`src/rtl/dvsi_scan_reader.sv`:
```
// dvsi_scan_reader: row/column scan readout controller for the DVSI event sensor.
// It drives the sensor row/column clocks and resets, samples the ON/OFF lines of each
// 4-pixel column group, and packs non-empty samples into 32-bit words. The words go
// into a first-word fall-through FIFO and out on a valid/ready stream.
// Optional feature: define DVSI_FRAME_ID_EN to stamp evt_data_o[31:24] with an 8-bit
// frame counter. Without it that byte is constant zero.
module dvsi_scan_reader #(
    parameter int unsigned ROWS       = 64,
    parameter int unsigned COL_GROUPS = 16,
    parameter int unsigned CLK_DIV    = 4,
    parameter int unsigned FIFO_DEPTH = 8
) (
    input  logic        clk_i,
    input  logic        rst_i,
    input  logic        en_i,
    output logic        dvsi_yclk_o,
    output logic        dvsi_ynrst_o,
    output logic        dvsi_xclk_o,
    output logic        dvsi_xnrst_o,
    input  logic [3:0]  dvsi_on_i,
    input  logic [3:0]  dvsi_off_i,
    output logic [31:0] evt_data_o,
    output logic        evt_valid_o,
    input  logic        evt_ready_i,
    output logic        frame_done_o,
    output logic [15:0] drop_cnt_o,
    output logic        busy_o
);

    // The phase timer spans a full clock period (high + low half).
    localparam int unsigned TW = $clog2(2 * CLK_DIV);
    localparam int unsigned AW = $clog2(FIFO_DEPTH);

    localparam logic [TW-1:0] T_ONE    = TW'(1);
    localparam logic [TW-1:0] T_HALF   = TW'(CLK_DIV - 1);
    localparam logic [TW-1:0] T_FULL   = TW'(2 * CLK_DIV - 1);
    localparam logic [7:0]    LAST_ROW = 8'(ROWS - 1);
    localparam logic [7:0]    LAST_GRP = 8'(COL_GROUPS - 1);
    localparam logic [AW-1:0] P_ONE    = AW'(1);
    localparam logic [AW:0]   C_ONE    = (AW + 1)'(1);
    localparam logic [AW:0]   C_FULL   = (AW + 1)'(FIFO_DEPTH);

    typedef enum logic [2:0] {
        StIdle,
        StYrst,
        StRow,
        StXrst,
        StCol,
        StEof
    } state_e;

    // Scan FSM state and registered sensor-side outputs
    state_e          r_state;
    logic [TW-1:0]   r_timer;
    logic [7:0]      r_row;
    logic [7:0]      r_grp;
    logic            r_yclk;
    logic            r_ynrst;
    logic            r_xclk;
    logic            r_xnrst;
    logic            r_frame_done;

    // Sample pipeline: word captured on the last low cycle, pushed the cycle after
    logic            r_push;
    logic [31:0]     r_push_word;

    // Input synchronisers
    logic [3:0]      r_on_meta;
    logic [3:0]      r_on_sync;
    logic [3:0]      r_off_meta;
    logic [3:0]      r_off_sync;

    // Event FIFO
    logic [31:0]     r_mem [FIFO_DEPTH];
    logic [AW-1:0]   r_rd_ptr;
    logic [AW-1:0]   r_wr_ptr;
    logic [AW:0]     r_count;
    logic [15:0]     r_drop_cnt;

    logic            w_empty;
    logic            w_full;
    logic            w_pop;
    logic            w_wr;
    logic            w_drop;
    logic            w_abort;
    logic [AW-1:0]   w_last_ptr;
    logic [7:0]      w_frame_id;

`ifdef DVSI_FRAME_ID_EN
    logic [7:0]      r_frame_id;

    // Frame counter advances once per completed frame; aborted frames do not count
    always_ff @(posedge clk_i or posedge rst_i) begin
        if (rst_i) begin
            r_frame_id <= 8'd0;
        end else if (r_state == StEof) begin
            r_frame_id <= r_frame_id + 8'd1;
        end
    end

    assign w_frame_id = r_frame_id;
`else
    assign w_frame_id = 8'h00;
`endif

    // Two-flop synchronisers for the asynchronous event lines
    always_ff @(posedge clk_i or posedge rst_i) begin
        if (rst_i) begin
            r_on_meta  <= 4'd0;
            r_on_sync  <= 4'd0;
            r_off_meta <= 4'd0;
            r_off_sync <= 4'd0;
        end else begin
            r_on_meta  <= dvsi_on_i;
            r_on_sync  <= r_on_meta;
            r_off_meta <= dvsi_off_i;
            r_off_sync <= r_off_meta;
        end
    end

    // Abort wins everywhere except IDLE (nothing to abort) and EOF (already finishing)
    assign w_abort = !en_i && (r_state != StIdle) && (r_state != StEof);

    // Scan FSM: phase timing, row/group counters, sensor clocks/resets, event capture
    always_ff @(posedge clk_i or posedge rst_i) begin
        if (rst_i) begin
            r_state      <= StIdle;
            r_timer      <= '0;
            r_row        <= 8'd0;
            r_grp        <= 8'd0;
            r_yclk       <= 1'b0;
            r_ynrst      <= 1'b0;
            r_xclk       <= 1'b0;
            r_xnrst      <= 1'b0;
            r_frame_done <= 1'b0;
            r_push       <= 1'b0;
            r_push_word  <= 32'd0;
        end else begin
            r_frame_done <= 1'b0;
            r_push       <= 1'b0;
            if (w_abort) begin
                // Drop everything back to the sensor-in-reset idle condition
                r_state <= StIdle;
                r_timer <= '0;
                r_yclk  <= 1'b0;
                r_ynrst <= 1'b0;
                r_xclk  <= 1'b0;
                r_xnrst <= 1'b0;
            end else begin
                unique case (r_state)
                    StIdle: begin
                        if (en_i) begin
                            r_state <= StYrst;
                            r_timer <= '0;
                            r_ynrst <= 1'b0;
                            r_xnrst <= 1'b0;
                        end
                    end
                    StYrst: begin
                        if (r_timer == T_HALF) begin
                            r_state <= StRow;
                            r_timer <= '0;
                            r_ynrst <= 1'b1;
                            r_row   <= 8'd0;
                            r_yclk  <= 1'b1;
                        end else begin
                            r_timer <= r_timer + T_ONE;
                        end
                    end
                    StRow: begin
                        if (r_timer == T_HALF) begin
                            r_yclk <= 1'b0;
                        end
                        if (r_timer == T_FULL) begin
                            r_state <= StXrst;
                            r_timer <= '0;
                            r_xnrst <= 1'b0;
                        end else begin
                            r_timer <= r_timer + T_ONE;
                        end
                    end
                    StXrst: begin
                        if (r_timer == T_HALF) begin
                            r_state <= StCol;
                            r_timer <= '0;
                            r_xnrst <= 1'b1;
                            r_grp   <= 8'd0;
                            r_xclk  <= 1'b1;
                        end else begin
                            r_timer <= r_timer + T_ONE;
                        end
                    end
                    StCol: begin
                        if (r_timer == T_HALF) begin
                            r_xclk <= 1'b0;
                        end
                        if (r_timer == T_FULL) begin
                            // Last low cycle: capture the group with its own row/grp labels
                            r_timer     <= '0;
                            r_push      <= |{r_on_sync, r_off_sync};
                            r_push_word <= {w_frame_id, r_row, r_grp, r_on_sync, r_off_sync};
                            if (r_grp == LAST_GRP) begin
                                if (r_row == LAST_ROW) begin
                                    r_state      <= StEof;
                                    r_frame_done <= 1'b1;
                                    r_ynrst      <= 1'b0;
                                end else begin
                                    r_row   <= r_row + 8'd1;
                                    r_state <= StRow;
                                    r_yclk  <= 1'b1;
                                end
                            end else begin
                                r_grp  <= r_grp + 8'd1;
                                r_xclk <= 1'b1;
                            end
                        end else begin
                            r_timer <= r_timer + T_ONE;
                        end
                    end
                    StEof: begin
                        r_timer <= '0;
                        if (en_i) begin
                            r_state <= StYrst;
                        end else begin
                            r_state <= StIdle;
                            r_xnrst <= 1'b0;
                        end
                    end
                    default: begin
                        r_state <= StIdle;
                    end
                endcase
            end
        end
    end

    // FIFO handshake decode; a pop frees the slot a simultaneous push needs when full
    always_comb begin
        w_empty    = (r_count == '0);
        w_full     = (r_count == C_FULL);
        w_pop      = !w_empty && evt_ready_i;
        w_wr       = r_push && (!w_full || w_pop);
        w_drop     = r_push && w_full && !w_pop;
        w_last_ptr = r_rd_ptr - P_ONE;
    end

    // FIFO storage, pointers, occupancy and saturating drop counter
    always_ff @(posedge clk_i or posedge rst_i) begin
        if (rst_i) begin
            for (int i = 0; i < int'(FIFO_DEPTH); i++) begin
                r_mem[i] <= 32'd0;
            end
            r_rd_ptr   <= '0;
            r_wr_ptr   <= '0;
            r_count    <= '0;
            r_drop_cnt <= 16'd0;
        end else begin
            if (w_wr) begin
                r_mem[r_wr_ptr] <= r_push_word;
                r_wr_ptr        <= r_wr_ptr + P_ONE;
            end
            if (w_pop) begin
                r_rd_ptr <= r_rd_ptr + P_ONE;
            end
            if (w_wr && !w_pop) begin
                r_count <= r_count + C_ONE;
            end else if (!w_wr && w_pop) begin
                r_count <= r_count - C_ONE;
            end
            if (w_drop && (r_drop_cnt != 16'hFFFF)) begin
                r_drop_cnt <= r_drop_cnt + 16'd1;
            end
        end
    end

    // When empty the slot behind the read pointer still holds the last popped word
    assign evt_data_o   = w_empty ? r_mem[w_last_ptr] : r_mem[r_rd_ptr];
    assign evt_valid_o  = !w_empty;
    assign drop_cnt_o   = r_drop_cnt;
    assign frame_done_o = r_frame_done;
    assign busy_o       = (r_state != StIdle);
    assign dvsi_yclk_o  = r_yclk;
    assign dvsi_ynrst_o = r_ynrst;
    assign dvsi_xclk_o  = r_xclk;
    assign dvsi_xnrst_o = r_xnrst;

endmodule

```
`config.mk`:
```
export PLATFORM = sky130hd
export DESIGN_NAME = dvsi_scan_reader
export DESIGN_NICKNAME = d
export VERILOG_FILES = /design/src/rtl/dvsi_scan_reader.sv
export SDC_FILE = /design/constraint.sdc
export NUM_CORES = 1
export LEC_CHECK = 0
export ABC_CLOCK_PERIOD_IN_PS = 10900
export CORE_MARGIN = 5
export CORE_UTILIZATION = 29
export DETAILED_ROUTE_END_ITERATION = 8
export GPL_ROUTABILITY_DRIVEN = 0
export PLACE_DENSITY = 0.43
export SYNTH_ARGS = -nofsm -noshare
export SYNTH_HDL_FRONTEND = slang
export SYNTH_SLANG_ARGS = --single-unit
```
`constraint.sdc`:
```
create_clock -name clk_i -period 10.9 [get_ports clk_i]
set_clock_uncertainty 0.15 [all_clocks]
set_input_delay 1.635 -clock clk_i [delete_from_list [all_inputs] [get_ports clk_i]]
set_output_delay 1.635 -clock clk_i [all_outputs]
set_load 0.05 [all_outputs]
```
# Word-level counts from Yosys, hierarchy flattened
# Index checks and enable logic that the tools add are counted.
[word_totals]
rom_bits = 0
mem_count = 0
reg_bits = 350
latch_bits = 0
ram_bits = 0
elab_cells = 176
out_inout_bits = 55
[classes]
bitwise_logic = 4
n_mul = 0
add_sub_neg = 9
eq_ne = 28
div_mod_pow = 0
mux = 65
n_shift = 0
reduce_logical = 39
n_lt_le_gt_ge = 4
[ops]
columns = ["cell", "n"]
rows = [
  ["$bwmux W256", 1],
  ["$bmux W32 S3", 2],
  ["$mux W32", 6],
  ["$demux W32 S3", 1],
  ["$mux W8", 6],
  ["$mux W3", 12],
  ["$ne A3 B3 Y1 const B", 11],
  ["$pmux W8 S2", 2],
  ["$mux W1", 27],
  ["$reduce_and A6 Y1", 4],
  ["$pmux W3 S6", 1],
  ["$add A16 B1 Y16 const B", 1],
  ["$add A8 B1 Y8 const B", 2],
  ["$ne A16 B16 Y1 const B", 1],
  ["$ge A4 B4 Y1 const B", 3],
  ["$ne A2 B2 Y1 const B", 6],
  ["$not A3 Y4", 3],
  ["$pmux W3 S4", 1],
  ["$logic_and A1 B1 Y1", 10],
  ["$reduce_and A5 Y1", 2],
  ["$reduce_bool A5 Y1", 2],
  ["$add A3 B1 Y3 const B", 3],
  ["$eq A3 B2 Y1 const B", 3],
  ["$eq A3 B3 Y1 const B", 3],
  ["24 further kinds", 36],
]

# Longest topological paths before layout
# Gate-level depths: netlist (run 1).
[depth]
word_depth = 9
mapped_depth = 12
depth_no_buf = 11

# Worst setup path before layout (run 1)
# Ideal clock, no wire load.
[synth_path]
path_type = "register -> output"
from = "reg r_rd_ptr[1]"
to = "out evt_data_o[0]"
t_required_ns = 9.115
slack_ns = 5.904
path_stages_with_launch = 11
arrival_ns = 3.211
n_path_buf = 5
cell_sequence = "dfrtp_1 buf_2 buf_2 clkbuf_1 inv_1 ha_1 buf_2 buf_1 mux4_2 mux2i_1 a21oi_1"
[synth_via]
elab_chain_cells = 6
[synth_rtl]
columns = ["item", "line_no", "text"]
rows = [
  ["start, declared", "75", "logic [AW-1:0] r_rd_ptr;"],
  ["start signal, assigned", "263", "r_rd_ptr <= r_rd_ptr + P_ONE;"],
  ["$sub A3 B1 Y3", "244", "w_last_ptr = r_rd_ptr - P_ONE;"],
  ["$not A3 Y4 (implied by the code)", "277", "assign evt_data_o = w_empty ? r_mem[w_last_ptr] : r_mem[r_rd_ptr];"],
  ["$bmux W32 S3", "277", ""],
  ["$mux W32 (implied by the code) (2 in a row)", "277", ""],
  ["$mux W32 *", "277", ""],
  ["end, declared", "22", "output logic [31:0] evt_data_o,"],
]
# Every way passes the cells marked *; elsewhere a longest branch is shown, timed or not. The select of a mux whose other input is x is not followed.

# Final worst setup path (run 1)
[layout_path]
from = "reg r_rd_ptr[0]"
to = "out evt_data_o[22]"
[layout_via]
elab_chain_cells = 6
[layout_rtl]
columns = ["item", "line_no", "text"]
rows = [
  ["$sub A3 B1 Y3", "244", ""],
  ["net w_last_ptr[0]", "86", "logic [AW-1:0] w_last_ptr;"],
  ["$not A3 Y4 (implied by the code)", "277", ""],
  ["$bmux W32 S3", "277", ""],
  ["$mux W32 (implied by the code) (2 in a row)", "277", ""],
  ["$mux W32", "277", ""],
]
# The timed path passes the listed nets, and every way through them passes these cells. The select of a mux whose other input is x is not followed.

==> results of run 1 <==
-- per-stage QoR --
stage	power [W]	hold slack (ps)	setup WS, ps	cells	area, sq um
3_5_place_dp	0.00225	187	5130	1725	15900
6_report	0.00338	196	4640	1792	17100
5_1_grt	0.00357	204	4340	1792	17100
3_3_place_gp	0.00225	184	5110	1725	15900
2_1_floorplan	0.00195	181	1220	1056	14700
4_1_cts	0.00347	197	4520	1792	17100
-- worst max-delay path: stages (launching register included) --
cell,delay [ps]
dfrtp_4,910
inv_1,110
ha_2,610
buf_4,600
mux4_2,570
mux2i_1,140
a21oi_1,150
clkdlybuf4s50_1,790
-- per-layer routing --
layer | global-route usage, % | up-vias | routed length (microns)
met1 | 19.1 | 4817 | 17500
met3 | 2.11 | 44 | 1200
met2 | 20.8 | 141 | 17200
met5 | 0 | - | 0
met4 | 4.00 | 0 | 733
li1 | - | 4078 | -
-- worst paths after layout --
| path | depth (start not counted) | start | end | slack (ps) |
|---|---|---|---|---|
| min in group asynchronous | 2 | rst_i | r_count[0] | 1530 |
| worst max-delay path | 7 | r_rd_ptr[0] | evt_data_o[22] | 4640 |
| worst min register to register | 0 | r_off_meta[1] | r_off_sync[1] | 200 |
| max in group asynchronous | 3 | rst_i | r_mem[148] | 7330 |
| worst min-delay path | 0 | r_off_meta[1] | r_off_sync[1] | 200 |
| worst max register to register | 12 | r_count[0] | r_count[3] | 7590 |
-- area by class of cell --
| cell class | count | area [sq um] |
|---|---|---|
| Inverter | 16 | 67.6 |
| Fill cell | 4915 | 33100 |
| Clock inverter | 12 | 116 |
| Multi-Input combinational cell | 675 | 7150 |
| Timing Repair Buffer | 76 | 716 |
| Sequential cell | 286 | 7160 |
| Tap cell | 672 | 841 |
| Clock buffer | 55 | 1050 |
-- registers in the layout, indices dropped and copies added (netlist names), 8 cells and up --
register,count
r_mem,192
r_grp,8
r_row,8
drop_cnt_o,16
r_push_word,24
-- synthesized netlist by cell type, types with 3 or more instances --
| cell | count |
|---|---|
| xnor2_1 | 17 |
| buf_4 | 11 |
| nor2b_1 | 27 |
| a41oi_1 | 3 |
| o31ai_1 | 6 |
| a22oi_1 | 3 |
| inv_1 | 14 |
| buf_2 | 39 |
| a31oi_1 | 3 |
| o211ai_1 | 3 |
| and3_1 | 13 |
| clkbuf_1 | 26 |
| a21oi_1 | 38 |
| nor4_1 | 4 |
| a211oi_1 | 25 |
| o22ai_1 | 6 |
| and4_1 | 3 |
| ha_1 | 13 |
| o21ai_0 | 20 |
| mux2i_1 | 24 |
| mux2_2 | 220 |
| nand4_1 | 10 |
| nand2_1 | 27 |
| mux4_2 | 96 |
| nor2_1 | 26 |
| nand3_1 | 15 |
| nand2b_1 | 4 |
| dfrtp_1 | 286 |
| nor3_1 | 5 |
| xor2_1 | 11 |
-- logic make-up after synthesis --
logic type,Yosys count,share of synthesized area [%]
fa+ha+maj,14,1.24
mux,340,33.2
other cells,1,0.0255
simple gates,154,6.20
xor+xnor,28,1.67
flops,286,48.7
buf+inv,95,3.09
compound gates,131,5.87
-- power by group --
part	internal, W	switching [W]	total (W)
Combinational	0.000386	0.000643	0.00103
Sequential	0.00109	0.0000867	0.00118
Clock	0.000699	0.000476	0.00117
Total	0.00218	0.00120	0.00338
-- cells in the final DEF (no fill, tap or decap), drive strengths merged, types with 4 or more instances in the layout --
master         instances
nand3                 15
inv                   16
clkinv                 9
mux2                 220
o21ai                 21
nand4                 10
conb                   8
ha                    13
a31oi                  4
a211oi                25
buf                   18
nand2b                 4
xor2                  11
o22ai                  6
dfrtp                286
o31ai                  6
a21oi                 38
xnor2                 17
clkdlybuf4s50         58
nor4                   5
mux4                  96
nand2                 27
mux2i                 24
nor2                  26
nor3                   6
and3                  13
nor2b                 27
clkbuf                55
==> metrics.md, run 1 <==
| Metric | Value |
|---|---|
| ANT nets after route | `0` |
| Final Max Tran Viols | `0` |
| Total grt overflow | `0` |
| Nets@finish | `1,118` |
| Hold-fix buffers at CTS | `0` |
| Initial antenna violation count | `0` |
| WP data arrival | `4470 ps` |
| Skew-Pair Late Insertion Delay | `550 ps` |
| Max-cap violations | `0` |
| Mapped Cells | `1,049` |
| Ys flop type | `dfrtp_1` |
| Diodes inserted | `0` |
| Vias per cell | `5.07` |
| DRC violations left | `0` |
| WL final | `36,700 microns` |
| Final hold vios | `0` |
| First-pass DRT Iterations | `4` |
| Hold/Removal Path Class | `register to register` |
| TNS Setup | `0 ps` |
| Die Area | `0.0553 sq mm` |
| EDFF count, synth | `0` |
| Maximum VDD drop | `0.000127 V` |
| Crit. End Element | `primary output` |
| Post-synthesis sequential area ratio | `48.7%` |
| First-pass GRT wire length | `58,600 microns` |
| Post-CTS sizing | `0` |
| Core area | `0.0502 sq mm` |
| Die Y | `235 microns` |
| Largest net degree at the start of global routing | `135` |
| #FFs+latches synth | `286` |
| Layout cells sized above 1 | `36.4%` |
| Number of global-route vias before repair | `9,380` |
| Top cells by area, synth | `dfrtp_1, mux2_2, mux4_2` |
| CP required | `9120 ps` |
| Clk root buf | `clkbuf_16` |
| CTS Buf Count | `37` |
| Slew HR | `17.8%` |
| FFs w/ async S/R, synth | `100%` |
| Clock buffer depth | `3` |
| # setup viols final | `0` |
| Power Density | `198 mW/mm^2` |
| Routed len/inst | `20.5 microns` |
| Critical path class | `register to primary output` |
| Final core occ | `34.1%` |
| Final period util | `57.4%` |
| Worst-path fanout max | `44` |
| Peak Freq | `160 MHz` |
| Synth Warn # | `0` |
| CTS clk-pin slew, worst paths | `60 ps` |
| Leakage | `7.60 nW` |
| Synth top area share | `48.7%` |
| Chip Width | `235 microns` |
| Slew @ Worst Pin | `1220 ps` |
| TritonCTS clock tree | `yes` |
| Status | `complete, no violations` |
| Clock sink total | `286` |
| Gr usage total | `13.3%` |
| Initial Util | `29.3%` |
| Via count | `9,080` |
| Yosys top cell by area | `dfrtp_1` |
| Cell Rows | `82` |
| RSZ-0062 raised after global routing | `no` |
| Synthesized cell area | `0.0147 sq mm` |
| DP HPWL | `21,400 microns` |
| Drt first-iter violations | `479` |
| Port Buffers | `58` |
| Min cycle time layout | `6260 ps` |
| # Post-CTS Setup Buffers | `0` |
| H-tree levels | `2` |
| Syn_area_per_cell | `14.0 sq um` |
| I/O pin count | `67` |
| Area grow syn2layout | `16.4%` |
| Element type at the critical path start | `register` |
| Post-synthesis cell type count | `71` |
Note: power is estimated with default switching activity, not from simulation.
==> inputs of run 2 (changes only) <==
Settings changed: ABC_CLOCK_PERIOD_IN_PS 10900 to 5300, PLACE_DENSITY 0.43 to 0.45.
Clock period 10.9 ns to 5.3 ns, I/O delays scaled along.
==> run 2 against run 1 <==
Via count fell by 0.54%. Sequential share of layout area fell by 0.16 points. Sequential power rose by 100%. Critical path type unchanged. Flip-flop and latch count did not move. Combinational power rose by 120%. Critical path depth fell by 1. Worst setup slack got worse by 4000 ps. Clock power rose by 110%. Critical endpoint is now evt_data_o[12].
==> metrics.md, run 2 (synthesis gave the netlist of run 1 again) <==
| Metric | Value |
|---|---|
| RSZ-0062 raised after global routing | `no` |
| Drt first-iter violations | `458` |
| Maximum VDD drop | `0.000324 V` |
| Leakage | `7.63 nW` |
| CTS Buf Count | `35` |
| Hold/Removal Path Class | `register to register` |
| Nets@finish | `1,121` |
| Slew HR | `29.8%` |
| Layout cells sized above 1 | `36.6%` |
| Final period util | `87.8%` |
| Slew @ Worst Pin | `1040 ps` |
| Number of global-route vias before repair | `9,509` |
| First-pass GRT wire length | `58,600 microns` |
| Min cycle time layout | `4650 ps` |
| DRC violations left | `0` |
| Routed len/inst | `20.5 microns` |
| First-pass DRT Iterations | `4` |
| CTS clk-pin slew, worst paths | `60 ps` |
| Die Area | `0.0553 sq mm` |
| Initial Util | `29.3%` |
| Area grow syn2layout | `16.9%` |
| Gr usage total | `13.3%` |
| Total grt overflow | `0` |
| ANT nets after route | `0` |
| Hold-fix buffers at CTS | `0` |
| Critical path class | `register to primary output` |
| Post-CTS sizing | `0` |
| Largest register by flop count | `r_mem` |
| Worst Setup SP | `r_rd_ptr[1]` |
| Clk root buf | `clkbuf_16` |
| Initial antenna violation count | `0` |
| Area of the multi-input gates | `0.00715 sq mm` |
| TNS Setup | `0 ps` |
| Power Density | `409 mW/mm^2` |
| Worst reg2reg setup slack | `2420 ps` |
| Final hold vios | `0` |
| Worst r2r src | `r_count[0]` |
| # setup viols final | `0` |
| Die Y | `235 microns` |
| Max-cap violations | `0` |
| WL final | `36,700 microns` |
| Peak Freq | `215 MHz` |
| Vias per cell | `5.05` |
| Status | `complete, no violations` |
| H-tree levels | `2` |
| Cell Rows | `82` |
| Element type at the critical path start | `register` |
| WP data arrival | `3710 ps` |
| I/O pin count | `67` |
| Most common cell after layout, fill and taps aside | `dfrtp_1` |
| Diodes inserted | `0` |
| Cell area after layout | `0.0172 sq mm` |
| Fill cells | `4,856` |
| Crit. End Element | `primary output` |
| Most frequent cells in the layout | `dfrtp_1, mux2_2, mux4_2, clkdlybuf4s50_1, a21oi_1` |
| Port Buffers | `58` |
| Hold_sp | `r_off_meta[0]` |
| Hold_ws | `193 ps` |
| TritonCTS clock tree | `yes` |
| Post-placement cell area | `0.0160 sq mm` |
| Chip Width | `235 microns` |
| Worst-path fanout max | `30` |
| Largest net degree at the start of global routing | `110` |
| DP HPWL | `21,500 microns` |
| # Post-CTS Setup Buffers | `0` |
| Via count | `9,031` |
| Core area | `0.0502 sq mm` |
| Largest register FFs | `192` |
| Storage element area | `0.00717 sq mm` |
| Clock sink total | `286` |
| Skew-Pair Late Insertion Delay | `550 ps` |
| Place WS | `1150 ps` |
| CP required | `4360 ps` |
| Clock buffer depth | `3` |
| Final setup margin | `647 ps` |
| Final Max Tran Viols | `0` |
==> run 2: changes by cell type in the layout (fill, tap and decap cells not counted), moves of 2 or more <==
| cell | before | now |
|---|---|---|
| clkbuf_1 | 13 | 10 |
| clkbuf_8 | 4 | 8 |
| clkbuf_16 | 38 | 36 |
| clkinv_2 | 7 | 2 |
| buf_12 | 0 | 5 |
==> run 2: metal layers <==
| layer | up-vias | global-route usage, % | wire, microns |
|---|---|---|---|
| met5 | - | 0 | 0 |
| met4 | 0 | 3.47 | 656 |
| met3 | 46 | 2.21 | 1200 |
| met2 | 129 | 21.3 | 17500 |
| met1 | 4778 | 18.8 | 17400 |
| li1 | 4078 | - | - |
==> run 2: path summary, 6_finish.rpt <==
path / to / cells past startpoint
worst max-delay path: evt_data_o[12] / 6
min in group asynchronous: r_mem[21] / 2
max in group asynchronous: r_rd_ptr[1] / 3
worst min register to register: r_off_sync[0] / 0
worst max register to register: r_mem[142] / 6
worst min-delay path: r_off_sync[0] / 0
==> run 2: critical path, cell delays in order (launching register included) <==
cell,delay [ps]
dfrtp_4,710
buf_4,600
mux4_2,570
nor2b_1,150
a211oi_1,240
a21oi_1,130
clkdlybuf4s50_1,770
==> run 2: stage by stage <==
step	utilization [%]	power [W]	std cells
finish	34.2	0.00702	1790
global route	34.2	0.00739	1790
CTS	34.2	0.00717	1790
detailed placement	32.0	0.00470	1730
global placement	32.0	0.00469	1730
floorplan	-	0.00401	1056
==> run 2: power breakdown <==
| part | total (W) | switching (W) | internal (W) |
|---|---|---|---|
| clock | 0.00241 | 0.000951 | 0.00146 |
| combinational | 0.00223 | 0.00137 | 0.000852 |
| sequential | 0.00239 | 0.000132 | 0.00225 |
| total | 0.00702 | 0.00246 | 0.00456 |
==> run 2: final cells by class <==
type	instances	area share, %
flip-flops and latches	286	41.7
multi-input cells	675	41.6
clock buffers	54	6.10
well taps	672	4.89
repair buffers	81	4.75
clock inverters	6	0.554
inverters	16	0.371
